==> config.mk <==
export PLATFORM = sky130hd
export DESIGN_NAME = laser_cover_eval
export DESIGN_NICKNAME = d
export VERILOG_FILES = /design/src/rtl/laser_cover_eval.sv
export SDC_FILE = /design/constraint.sdc
export NUM_CORES = 1
export LEC_CHECK = 0
export ABC_CLOCK_PERIOD_IN_PS = 15600
export BUFFER_PORTS_ARGS = -buffer_cell sky130_fd_sc_hd__buf_4
export CORE_MARGIN = 2
export CORE_UTILIZATION = 55
export CTS_BUF_LIST = sky130_fd_sc_hd__clkbuf_8
export CTS_CLUSTER_DIAMETER = 120
export DETAILED_ROUTE_END_ITERATION = 7
export GPL_TIMING_DRIVEN = 0
export PLACE_DENSITY = 0.82
export SYNTH_ARGS = -nofsm -noshare
export SYNTH_HDL_FRONTEND = slang
export SYNTH_SLANG_ARGS = --single-unit
==> constraint.sdc <==
create_clock -name CLK -period 15.6 [get_ports CLK]
set_input_delay 4.68 -clock CLK [delete_from_list [all_inputs] [get_ports CLK]]
set_output_delay 4.68 -clock CLK [all_outputs]
set_load 0.1 [all_outputs]
==> src/rtl/laser_cover_eval.sv <==
// Scoring stage for the two-circle laser placer: snoops the point stream, latches
// the centres on DONE_IN, then recounts coverage one point per cycle.
module laser_cover_eval #(
    parameter int unsigned NPTS      = 40,
    parameter int unsigned RADIUS_SQ = 16,
    parameter int unsigned CW        = 4
) (
    input  logic          CLK,
    input  logic          RST_N,
    input  logic          IN_VALID,
    input  logic [CW-1:0] X,
    input  logic [CW-1:0] Y,
    input  logic          DONE_IN,
    input  logic [CW-1:0] C1X,
    input  logic [CW-1:0] C1Y,
    input  logic [CW-1:0] C2X,
    input  logic [CW-1:0] C2Y,
    output logic [5:0]    COUNT,
    output logic [5:0]    COUNT_C1,
    output logic [5:0]    COUNT_C2,
    output logic          OUT_VALID,
    output logic          ERR,
    output logic          BUSY
);

    typedef enum logic [2:0] {StIdle, StLoad, StWaitDone, StEval, StReport} state_e;

    localparam logic [5:0]    LastIdx = 6'(NPTS - 1);
    localparam logic [2*CW:0] RadSq   = (2*CW+1)'(RADIUS_SQ);

    state_e        state_q, state_d;
    logic [5:0]    idx_q;
    logic [CW-1:0] mem_x [NPTS];
    logic [CW-1:0] mem_y [NPTS];
    logic [CW-1:0] c1x_q, c1y_q, c2x_q, c2y_q;
    logic [5:0]    acc_c1_q, acc_c2_q, acc_u_q;
    logic [5:0]    acc_c1_d, acc_c2_d, acc_u_d;
    logic [5:0]    count_q, count_c1_q, count_c2_q;
    logic          err_q;
    logic          last_pt, wr_en, in1, in2;

    // Squared distance test; each square fits 2*CW bits, the sum needs one more.
    function automatic logic covered(input logic [CW-1:0] px, input logic [CW-1:0] py,
                                     input logic [CW-1:0] cx, input logic [CW-1:0] cy);
        logic [CW-1:0]   dx, dy;
        logic [2*CW-1:0] sx, sy;
        logic [2*CW:0]   sum;
        dx  = (px >= cx) ? px - cx : cx - px;
        dy  = (py >= cy) ? py - cy : cy - py;
        sx  = {{CW{1'b0}}, dx} * {{CW{1'b0}}, dx};
        sy  = {{CW{1'b0}}, dy} * {{CW{1'b0}}, dy};
        sum = {1'b0, sx} + {1'b0, sy};
        return sum <= RadSq;
    endfunction

    assign last_pt  = (idx_q == LastIdx);
    assign wr_en    = IN_VALID && ((state_q == StIdle) || (state_q == StLoad && !DONE_IN));
    assign in1      = covered(mem_x[idx_q], mem_y[idx_q], c1x_q, c1y_q);
    assign in2      = covered(mem_x[idx_q], mem_y[idx_q], c2x_q, c2y_q);
    assign acc_c1_d = acc_c1_q + 6'(in1);
    assign acc_c2_d = acc_c2_q + 6'(in2);
    assign acc_u_d  = acc_u_q + 6'(in1 | in2);

    always_ff @(posedge CLK or negedge RST_N) begin
        if (!RST_N) state_q <= StIdle;
        else        state_q <= state_d;
    end

    always_comb begin
        state_d = state_q;
        case (state_q)
            StIdle:     if (IN_VALID) state_d = StLoad;
            StLoad: begin
                if (DONE_IN)                    state_d = StIdle;
                else if (IN_VALID && last_pt)   state_d = StWaitDone;
            end
            StWaitDone: if (DONE_IN) state_d = StEval;
            StEval:     if (last_pt) state_d = StReport;
            StReport:   state_d = StIdle;
            default:    state_d = StIdle;
        endcase
    end

    always_comb begin
        BUSY      = 1'b0;
        OUT_VALID = 1'b0;
        case (state_q)
            StLoad, StWaitDone, StEval: BUSY = 1'b1;
            StReport:                   OUT_VALID = 1'b1;
            default:                    ;
        endcase
    end

    // Point buffer carries no reset; it is always rewritten before being read.
    always_ff @(posedge CLK) begin
        if (wr_en) begin
            mem_x[idx_q] <= X;
            mem_y[idx_q] <= Y;
        end
    end

    always_ff @(posedge CLK or negedge RST_N) begin
        if (!RST_N) begin
            idx_q      <= '0;
            err_q      <= 1'b0;
            c1x_q      <= '0;
            c1y_q      <= '0;
            c2x_q      <= '0;
            c2y_q      <= '0;
            acc_c1_q   <= '0;
            acc_c2_q   <= '0;
            acc_u_q    <= '0;
            count_q    <= '0;
            count_c1_q <= '0;
            count_c2_q <= '0;
        end else begin
            case (state_q)
                StIdle: begin
                    if (IN_VALID) begin
                        idx_q <= 6'd1;
                        err_q <= 1'b0;
                    end
                end
                StLoad: begin
                    if (DONE_IN) begin
                        err_q <= 1'b1;
                        idx_q <= '0;
                    end else if (IN_VALID) begin
                        idx_q <= last_pt ? 6'd0 : idx_q + 6'd1;
                    end
                end
                StWaitDone: begin
                    if (DONE_IN) begin
                        c1x_q    <= C1X;
                        c1y_q    <= C1Y;
                        c2x_q    <= C2X;
                        c2y_q    <= C2Y;
                        acc_c1_q <= '0;
                        acc_c2_q <= '0;
                        acc_u_q  <= '0;
                    end
                end
                StEval: begin
                    acc_c1_q <= acc_c1_d;
                    acc_c2_q <= acc_c2_d;
                    acc_u_q  <= acc_u_d;
                    idx_q    <= last_pt ? 6'd0 : idx_q + 6'd1;
                    // Publish with the last point folded in so counts appear with OUT_VALID.
                    if (last_pt) begin
                        count_q    <= acc_u_d;
                        count_c1_q <= acc_c1_d;
                        count_c2_q <= acc_c2_d;
                    end
                end
                default: ;
            endcase
        end
    end

    assign COUNT    = count_q;
    assign COUNT_C1 = count_c1_q;
    assign COUNT_C2 = count_c2_q;
    assign ERR      = err_q;

endmodule

After elaboration in Yosys (flattened, before gate mapping)
Memory sizes are Yosys's and may differ from the RTL's. Index checks and enable logic that the tools add are counted. W data, S select, Z words.

Bitwise gates (word level): 1. Multipliers: 4. Equal/unequal tests: 11. Shift operators: 0. Reduce and logical (&&, ||, !) cells: 16. Add/subtract/negate cells: 14. Magnitude comparators: 6. Muxes and demuxes: 26. Divide/modulo/power cells: 0.

Operators with widths (number): $pmux W6 S2 (3); $mul A4 B4 Y8 (4); $sub A4 B4 Y4 (8); $mux W6 (5); $add A6 B1 Y6 (3); $add A8 B8 Y9 (2); $le A9 B5 Y1 const B (2); $pmux W6 S3 (1); $ge A4 B4 Y1 (4); $mux W4 (4); $mux W3 (5); $pmux W3 S4 (1); $ne A2 B2 Y1 const B (4); $add A6 B1 Y6 const B (1); $eq A3 B2 Y1 const B (2); $eq A6 B6 Y1 const B (1); $mux W1 (6); $reduce_and A2 Y1 (3); $reduce_and A3 Y1 (2); $reduce_and A4 Y1 (1); $reduce_bool A2 Y1 (2); $eq A3 B1 Y1 const B (1); $eq A3 B3 Y1 const B (1); $logic_and A1 B1 Y1 (3); other kinds (9) (9).

Bits in writable memories: 320. Bits in latches: 0. Flip-flop bits (word level): 62. Word-level logic and storage cells: 93. Bits in read-only memories: 0. Output and inout bits: 21. Memories kept: 2.

Memory list: mem_x (depth 40, width 4, rd ports 1, clocked after memory_dff 0, write ports 1, RTL line 33) `logic [CW-1:0] mem_x [NPTS];`; mem_y (depth 40, width 4, rd ports 1, clocked after memory_dff 0, write ports 1, RTL line 34) `logic [CW-1:0] mem_y [NPTS];`.

Longest topological paths before layout
Gate-level depths: netlist of run 1. An unclocked memory read counts as a cell.

Depth in word-level cells: 9. Mapped depth: 36. Mapped depth without buffers: 33.

Worst setup path after synthesis of run 1
No wires, ideal clock.

Path type: reg-to-reg. Start: register idx_q[0]. End: register acc_u_q[4]. Arrival: 7565 ps. Period minus slack after synthesis: 7698 ps. Buffers on the path: 2. Cell stages (with the launch flop): 33. Library setup time: 133 ps. Path slack: 7902 ps. Cells stage by stage: dfrtp_1 buf_4 buf_2 mux2i_1 o22ai_1 o21ai_0 nand2_1 or4_1 fa_1 a21oi_1 o21ai_0 mux2i_1 o31a_1 or2_2 fa_1 fa_1 fa_1 inv_1 fa_1 ha_1 inv_1 fa_1 nor2b_1 o21ai_0 a21boi_0 o221ai_1 o32ai_1 ha_1 ha_1 nand3_1 and3_1 o21ai_0 o31ai_1.

Longest elaborated chain between the ends: 9.

Ends and longest elaborated chain: start, declared (RTL line 32) `logic [5:0] idx_q;`; start signal, assigned (RTL line 129) `idx_q <= last_pt ? 6'd0 : idx_q + 6'd1;`; start signal, assigned (RTL line 147) `idx_q <= last_pt ? 6'd0 : idx_q + 6'd1;`; $mem_v2 Z40 W4, on equally long branches; $sub A4 B4 Y4, or another cell as far along (RTL line 48) `dx = (px >= cx) ? px - cx : cx - px;`; $mux W4, on equally long branches (RTL line 48, 49); $mul A4 B4 Y8, on equally long branches (RTL line 50, 51); $add A8 B8 Y9 (RTL line 52) `sum = {1'b0, sx} + {1'b0, sy};`; $le A9 B5 Y1 (RTL line 53) `return sum <= RadSq;`; $or A1 B1 Y1 (*) (RTL line 62) `assign acc_u_d = acc_u_q + 6'(in1 | in2);`; $add A6 B1 Y6 (*) (RTL line 62); $pmux W6 S2 (*) (RTL line 117) `case (state_q)`; end signal, assigned (RTL line 146) `acc_u_q <= acc_u_d;`; end, declared (RTL line 36) `logic [5:0] acc_c1_q, acc_c2_q, acc_u_q;`.

Mark *: on every way between the ends. The rest lies on a longest branch, timed or not. A chain may end at the register's enable or synchronous reset.

Final worst setup path of run 1
Start: register idx_q[2]. End: register acc_u_q[4].

Same word-level chain as after synthesis.

==> reports/qor.yml, run 1 <==
clock_tree:
  clkSlewWorstSetupHoldPaths_ps: 70
  postCtsHoldBufs: 0
  cts_max_path_buffers: 3
  cts-htree-levels: 2
  cts_setup_buffers: 0
  clock-root-buffer: "clkbuf_8"
  cts_sinks: 382
  clock_latency_ps: 620
  cts_tree: "yes"
  cts-buffers-inserted: 57
  cts_resized: 0
setup_path:
  worstPathArrival_ps: 10150
  path_class: "register to register"
  cp-start-kind: "register"
  slowest_delay_ps: 560
  crit_required_ps: 16090
  cpMaxStageDelayCell: "fa_1"
  cpMostUsedCell: "fa_1"
  cp_max_fo: 10
  critPathCaptureType: "register"
placed_design:
  hpwlAfterDp_mm: 30.8
  place_congestion: 0.958
  portBuffers: 48
yosys:
  ys.warnings.count: 0
  synth_compound_area_share_pct: 8.77
  synth_edf_count: 320
  muxShareOfSynthArea_pct: 9.09
  synth_top_family_by_area: "multiplexers"
  synth_seq_cells: 382
  yosysSeqAreaShare_pct: 62.1
  synth_xor_area_share_pct: 0.925
  ys_types: 66
  ys.flop_type: "edfxtp_1"
  syn-cell-area_sq_mm: 0.0180
  yosysTopAreaCellShare_pct: 53.4
  synth.net_count: 1410
  synth_top_area_cell: "edfxtp_1"
  synth_area_leaders: "edfxtp_1 53%, dfrtp_1 8.6%, ha_1 4.8%"
  syn_avg_cell_area_sq_um: 14.0
  synthAdderAreaFrac_pct: 8.14
  synthSimpleGateAreaFrac_pct: 7.88
  synth_cells: 1283
  synth-async-reset-ratio_pct: 16.2
timing:
  finalSetupViolations: 0
  hold_viol_final: 0
  drv_slew: 0
  tightest_slew_ps: 1380
  timing.final.crit_share_pct: 62.0
  grt_setup_unrepaired: "no"
  timing.fmax_mhz: 103
  period_needed_ps: 9670
  tns_ps: 0
  skew_ps: 35.1
  maxSlewHeadroom_pct: 7.07
global_routing:
  grt_max_degree: 63
  grt_pass1_vias: 11700
  grt-ovfl-total: 0
  grt_pass1_wl_mm: 68.5
  antenna_found_initial: 1
  grt.total_usage_pct: 27.3
floorplan:
  io_pins: 49
  core_area_sq_mm: 0.0324
  start_util_pct: 55.6
  num_rows: 66
  dieArea_sq_mm: 0.0342
  die-width_um: 185
  die_h_um: 185
cells_and_area:
  drive_above_1_share_pct: 15.2
  final_common_cell: "edfxtp_1"
  diodes: 0
  layout.nets: 1517
  syn_to_final_growth_pct: 11.0
  layout_common_cells: "320 x edfxtp_1, 107 x nor2_1, 90 x inv_1"
route:
  drt_pre_antenna_iters: 7
  wirelength_mm: 46.0
  vias: 11900
  first_iter_violations: 1693
  drc: 0
  viasPerCell: 6.34
  routedWlPerCell_um: 24.6
  postRouteAntennaNets: 0
min_path:
  hold_path.class: "register to register"
outcome:
  outcome: "finished, final reports clean"
job:
  maxCapViolCount: 0
==> cells in the mapped netlist (8+ instances only) <==
cell      instances
o21bai_1          8
clkbuf_1         13
buf_2            22
a221oi_1         13
mux2i_1          68
ha_1             69
nor2_1          107
o22ai_1          26
o21ai_0          70
xnor2_1          12
a21o_1            8
edfxtp_1        320
dfrtp_1          62
nand3_1          22
or2_2            11
mux4_2           27
a21oi_1          48
a22o_1           19
mux2_2           19
nand2_1          71
nor2b_1          20
inv_1            72
buf_4             9
and3_1           16
nand2b_1          8
fa_1             30
==> per-stage QoR <==
stage / hold slack (ps) / cells / setup slack [ps] / util, % / cell area (sq um)
3_5_place_dp: 498 / 1773 / 6250 / 58.4 / 18900
3_3_place_gp: 489 / 1773 / 6340 / 58.4 / 18900
6_report: 506 / 1869 / 5930 / 61.7 / 20000
4_1_cts: 512 / 1869 / 6190 / 61.7 / 20000
5_1_grt: 527 / 1869 / 5550 / 61.7 / 20000
2_1_floorplan: 471 / 1283 / 7900 / - / 18000
==> area by class of cell <==
| type | count | area [sq um] |
|---|---|---|
| multi-input combinational | 778 | 6260 |
| fill | 2442 | 12400 |
| clock inverter | 32 | 191 |
| sequential | 382 | 11200 |
| clock buffer | 64 | 881 |
| buffer | 50 | 292 |
| timing repair buffer | 48 | 360 |
| inverter | 73 | 274 |
| tap | 442 | 553 |
==> worst max-delay path: cells and delay by family (launching register included) <==
kind                       cells  cell delay, ps
adders and majority gates      9            3600
AOI/OAI and AO/OA             10            2240
buffers and inverters          6            1640
and+or+nand+nor                7            1150
muxes                          2             570
DFF                            1             310
==> metal layers <==
layer / vias to the layer above / share of wire (%) / global-route usage [%] / wire length [um]
met4: 2 / 5.6 / 13.6 / 2600
met3: 197 / 12 / 6.80 / 5390
li1: 5036 / - / - / -
met5: - / 0.037 / 0 / 17
met2: 832 / 46 / 42.9 / 20900
met1: 5789 / 37 / 35.6 / 17000
==> sequential cells by signal (all words and copies together) (netlist names) <==
| name | count |
|---|---|
| idx_q | 6 |
| COUNT_C1 | 6 |
| mem_y | 160 |
| acc_c1_q | 6 |
| c1y_q | 4 |
| c1x_q | 4 |
| c2x_q | 4 |
| acc_c2_q | 6 |
| COUNT_C2 | 6 |
| ERR | 1 |
| acc_u_q | 6 |
| mem_x | 160 |
| state_q | 3 |
| c2y_q | 4 |
| COUNT | 6 |
==> logic make-up after synthesis <==
family                   after synthesis
AND/OR/NAND/NOR                      296
XOR/XNOR                              19
buffers and inverters                123
adder cells (fa/ha/maj)               99
multiplexers                         119
flip-flops                           382
AO/OA/AOI/OAI                        245
==> final timing paths <==
path / end / slack, ps / cells after the start / startpoint
max: acc_u_q[4]$_DFFE_PN0P_ / 5930 / 34 / idx_q[2]$_DFFE_PN0P_
max reg2reg: acc_u_q[4]$_DFFE_PN0P_ / 5930 / 34 / idx_q[2]$_DFFE_PN0P_
min in group asynchronous: COUNT_C2[1]$_DFFE_PN0P_ / 4140 / 1 / RST_N
min reg2reg: COUNT_C2[0]$_DFFE_PN0P_ / 510 / 1 / COUNT_C2[0]$_DFFE_PN0P_
min: COUNT_C2[0]$_DFFE_PN0P_ / 510 / 1 / COUNT_C2[0]$_DFFE_PN0P_
max in group asynchronous: c1x_q[0]$_DFFE_PN0P_ / 10900 / 1 / RST_N
Power of run 1 is left out: the tool's default activity adds up to more than one toggle a clock period on the data nets, which glitch-free logic cannot reach.
==> inputs of run 2 (changes only) <==
--- a/config.mk
+++ b/config.mk
@@ -5,7 +5,7 @@
 export SDC_FILE = /design/constraint.sdc
 export NUM_CORES = 1
 export LEC_CHECK = 0
-export ABC_CLOCK_PERIOD_IN_PS = 15600
+export ABC_CLOCK_PERIOD_IN_PS = 9600
 export BUFFER_PORTS_ARGS = -buffer_cell sky130_fd_sc_hd__buf_4
 export CORE_MARGIN = 2
 export CORE_UTILIZATION = 55
==> constraint.sdc (replaced) <==
create_clock -name CLK -period 9.6 [get_ports CLK]
set_input_delay 2.88 -clock CLK [delete_from_list [all_inputs] [get_ports CLK]]
set_output_delay 2.88 -clock CLK [all_outputs]
set_load 0.1 [all_outputs]
==> run 2 against run 1 <==
  * Critical path depth fell by 5
  * First-iteration DRC count is 4.7% lower
  * Via count down 0.16%
  * Register-to-register slack worse by 5600 ps
  * Worst setup slack worse by 5600 ps
  * Cell count barely moved
  * Hold slack gained 0.55 ps
  * Critical path type unchanged
==> reports/qor.yml, run 2 (synthesized netlist as in run 1, its figures left out) <==
timing:
  tns_ps: 0
  maxSlewHeadroom_pct: 7.57
  finalSetupViolations: 0
  timing.final.crit_share_pct: 96.1
  period_needed_ps: 9230
  tightest_slew_ps: 1370
  drv_slew: 0
  hold_viol_final: 0
  skew_ps: 32.3
  grt_setup_unrepaired: "no"
  timing.fmax_mhz: 108
placed_design:
  place_congestion: 0.958
  hpwlAfterDp_mm: 30.8
  portBuffers: 48
cells_and_area:
  fill_cells: 2434
  multi_input_area_sq_mm: 0.00629
  layout.nets: 1518
  drive_above_1_share_pct: 15.7
  syn_to_final_growth_pct: 11.4
  layout_common_cells: "320 x edfxtp_1, 107 x nor2_1, 90 x inv_1"
  reg_top3: "mem_x: 160 flops, mem_y: 160 flops"
  diodes: 0
  final_common_cell: "edfxtp_1"
  seqCellArea_sq_mm: 0.0112
global_routing:
  grt_pass1_wl_mm: 68.5
  grt_use_met3_pct: 6.80
  grt.total_usage_pct: 27.3
  grt_max_degree: 63
  use_met1_pct: 35.6
  grt_pass1_vias: 11700
  globalRouteMet2Util_pct: 42.9
  antenna_found_initial: 1
  globalRoute.busiestLayer: "met2"
  grt-ovfl-total: 0
clock_tree:
  cts-buffers-inserted: 57
  clock_latency_ps: 620
  clock-root-buffer: "clkbuf_8"
  cts-htree-levels: 2
  clkSlewWorstSetupHoldPaths_ps: 70
  cts_max_path_buffers: 3
  cts_sinks: 382
  postCtsHoldBufs: 0
  cts_tree: "yes"
setup_path:
  cpMaxStageDelayCell: "nor4_1"
  cp_max_fo: 10
  path_buf_inv: 4
  critPathCaptureType: "register"
  critPathTopFamily: "adder cells"
  cp-start-kind: "register"
  worstPathArrival_ps: 9710
  cpMostUsedCell: "fa_1"
  slowest_delay_ps: 1130
  path_class: "register to register"
  crit_required_ps: 10080
floorplan:
  dieArea_sq_mm: 0.0342
  die-width_um: 185
  core_area_sq_mm: 0.0324
  num_rows: 66
  start_util_pct: 55.6
  io_pins: 49
  die_h_um: 185
route:
  drc: 0
  wirelength_mm: 45.9
  drt_pre_antenna_iters: 8
  first_iter_violations: 1614
  viasPerCell: 6.33
  vias: 11800
  postRouteAntennaNets: 0
  routedWlPerCell_um: 24.5
job:
  maxCapViolCount: 0
outcome:
  outcome: "finished, final reports clean"
min_path:
  hold_path.class: "register to register"
==> run 2: cell type report <==
cell class | count | area share [%]
tap | 442 | 2.76
clock inverter | 32 | 0.956
sequential | 382 | 55.7
buffer | 50 | 1.56
timing repair buffer | 49 | 1.84
inverter | 73 | 1.37
multi-input combinational | 778 | 31.4
clock buffer | 64 | 4.40
==> run 2: final timing paths <==
check / start / to / depth (start not counted) / slack [ps]
worst min-delay path: COUNT_C2[0]$_DFFE_PN0P_ / COUNT_C2[0]$_DFFE_PN0P_ / 1 / 510
worst max register to register: idx_q[2]$_DFFE_PN0P_ / acc_u_q[4]$_DFFE_PN0P_ / 29 / 370
max in group asynchronous: RST_N / c1x_q[0]$_DFFE_PN0P_ / 1 / 6710
worst max-delay path: idx_q[2]$_DFFE_PN0P_ / acc_u_q[4]$_DFFE_PN0P_ / 29 / 370
worst min register to register: COUNT_C2[0]$_DFFE_PN0P_ / COUNT_C2[0]$_DFFE_PN0P_ / 1 / 510
min in group asynchronous: RST_N / COUNT_C2[1]$_DFFE_PN0P_ / 1 / 2340
==> run 2: stage by stage <==
stage	utilization, %	cells	setup WS [ps]	instance area (sq um)	hold WS (ps)
after floorplan	-	1283	1900	18000	471
after global placement	58.4	1773	345	18900	489
after detailed placement	58.4	1773	250	18900	498
after CTS	61.7	1869	187	20000	512
after global routing	61.9	1870	10.9	20000	527
final	61.9	1870	374	20000	506
==> run 2: metal layers <==
layer	up-vias	routed length, um
met1	5754	16600
met3	193	5670
met5	-	21
met2	846	21100
li1	5042	-
met4	2	2480
==> run 2: timing repair <==
action                                  4_1_cts  5_1_grt
buffers inserted                              0        1
endpoints found under the setup margin        0       18
gates resized for setup                       0       17
Power of run 2 is left out for the same reason.
==> inputs of run 3 (changes only) <==
--- a/config.mk
+++ b/config.mk
@@ -7,6 +7,7 @@
 export LEC_CHECK = 0
 export ABC_CLOCK_PERIOD_IN_PS = 9600
 export BUFFER_PORTS_ARGS = -buffer_cell sky130_fd_sc_hd__buf_4
+export CORE_ASPECT_RATIO = 2
 export CORE_MARGIN = 2
 export CORE_UTILIZATION = 55
 export CTS_BUF_LIST = sky130_fd_sc_hd__clkbuf_8
==> constraint.sdc (replaced) <==
create_clock -name CLK -period 9.6 [get_ports CLK]
set_input_delay 2.88 -clock CLK [delete_from_list [all_inputs] [get_ports CLK]]
set_output_delay 2.88 -clock CLK [all_outputs]
set_load 0.005 [all_outputs]
==> run 3 against run 2 <==
  * The run now ends with design-rule violations left
  * Clock-buffer cell count down 10
  * First-iteration DRC count down 21%
  * Fmax down 1.1%
  * Utilization up 0.15 points
  * Sequential share of layout area up 0.11 points
  * Hold slack worse by 0.78 ps
  * Critical path type unchanged
==> reports/qor.yml, run 3 (synthesized netlist as in run 1, its figures left out) <==
timing:
  timing.final.crit_share_pct: 97.2
  tightest_slew_ps: 1390
  skew_ps: 33.9
  finalSetupViolations: 0
  grt_setup_unrepaired: "no"
  maxSlewHeadroom_pct: 6.32
  period_needed_ps: 9330
  hold_viol_final: 0
  drv_slew: 0
  timing.fmax_mhz: 107
setup_path:
  slowest_delay_ps: 560
  crit_required_ps: 10100
  cpMostUsedCell: "fa_1"
  cpMaxStageDelayCell: "fa_1"
  critPathCaptureType: "register"
  cp_max_fo: 10
  cp-start-kind: "register"
  path_class: "register to register"
  worstPathArrival_ps: 9830
floorplan:
  io_pins: 49
  die-width_um: 132
  start_util_pct: 55.8
  dieArea_sq_mm: 0.0342
  num_rows: 93
  core_area_sq_mm: 0.0322
  die_h_um: 260
outcome:
  violations: "design-rule violations"
  outcome: "finished with violations"
route:
  viasPerCell: 6.43
  postRouteAntennaNets: 0
  drc: 2
  vias: 11900
  routedWlPerCell_um: 26.5
  wirelength_mm: 49.2
  drt_pre_antenna_iters: 8
  first_iter_violations: 1276
placed_design:
  portBuffers: 48
  hpwlAfterDp_mm: 34.9
  dp_cells: 1758
  place_congestion: 1.03
job:
  maxCapViolCount: 0
clock_tree:
  cts-buffers-inserted: 51
  clock_latency_ps: 640
  cts_setup_buffers: 0
  clkSlewWorstSetupHoldPaths_ps: 70
  cts_sinks: 382
  cts_max_path_buffers: 3
  cts-htree-levels: 2
  postCtsHoldBufs: 0
  cts_tree: "yes"
  clock-root-buffer: "clkbuf_8"
global_routing:
  grt_max_degree: 63
  grt.total_usage_pct: 28.8
  grt_pass1_wl_mm: 72.3
  grt-ovfl-total: 0
  grt_pass1_vias: 12200
  antenna_found_initial: 1
cells_and_area:
  post-route-util_pct: 62.0
  layout_common_cells: "320 x edfxtp_1, 107 x nor2_1, 86 x inv_1"
  stdcell_count: 1853
  syn_to_final_growth_pct: 11.2
  reg_top3: "mem_x: 160 flops, mem_y: 160 flops"
  layout.nets: 1511
  final_common_cell: "edfxtp_1"
  fill_cells: 2284
  drive_above_1_share_pct: 16.6
min_path:
  hold_path.class: "register to register"
## run 3: changes by cell type in the layout (fill, tap and decap cells not counted), moves of 3 or more
cell and change:
clkbuf_8 -10, clkinv_2 +9, o21ai_0 -4, mux2i_1 -3, inv_1 -4, buf_2 -3
## run 3: layout make-up
| cell class | instances | area, sq um | area share [%] |
|---|---|---|---|
| sequential | 382 | 11200 | 55.8 |
| timing repair buffer | 48 | 360 | 1.80 |
| multi-input combinational | 778 | 6350 | 31.8 |
| buffer | 50 | 325 | 1.63 |
| clock buffer | 54 | 743 | 3.72 |
| antenna | 1 | 2.50 | 0.0125 |
| clock inverter | 40 | 238 | 1.19 |
| inverter | 73 | 274 | 1.37 |
| tap | 427 | 534 | 2.67 |
## run 3: critical path: cells and delay by family (launching register included)
kind	cells	cell delay [ps]
adders and majority gates	9	3520
AOI/OAI and AO/OA	8	1510
buffers and inverters	7	1470
and+or+nand+nor	6	1320
muxes	2	710
DFF	1	480
xor gates and xnor gates	1	150
## run 3: final timing paths
check	start	to	slack, ps	cells after the start
min in group asynchronous	RST_N	COUNT_C2[1]$_DFFE_PN0P_	2320	1
worst max-delay path	idx_q[0]$_DFFE_PN0P_	acc_u_q[4]$_DFFE_PN0P_	270	33
worst min-delay path	COUNT_C1[1]$_DFFE_PN0P_	COUNT_C1[1]$_DFFE_PN0P_	510	1
worst min register to register	COUNT_C1[1]$_DFFE_PN0P_	COUNT_C1[1]$_DFFE_PN0P_	510	1
max in group asynchronous	RST_N	c2x_q[3]$_DFFE_PN0P_	6680	1
worst max register to register	idx_q[0]$_DFFE_PN0P_	acc_u_q[4]$_DFFE_PN0P_	270	33
## run 3: timing repair
item                       CTS  global route
gates resized for setup      5            37
setup endpoints to repair    6            33
hold endpoints to repair     0             0
pin swaps                    0             1
## run 3: through the flow
stage | hold WS, ps | setup slack (ps) | setup TNS (ps) | instance area [sq um]
5_1_grt | 522 | 1.76 | 0 | 20000
4_1_cts | 512 | 54.4 | 0 | 19900
3_5_place_dp | 497 | -153 | -419 | 18900
2_1_floorplan | 471 | 1900 | 0 | 18000
6_report | 506 | 268 | 0 | 20000
3_3_place_gp | 489 | 48.0 | 0 | 18900
## run 3: routing by layer
layer,routed length [um],vias to the layer above,GRT usage (%)
li1,-,5032,-
met1,14600,5746,27.7
met2,25600,825,52.0
met3,3880,315,5.54
met4,5110,0,24.7
met5,0,-,0.285
Power of run 3 is left out for the same reason.
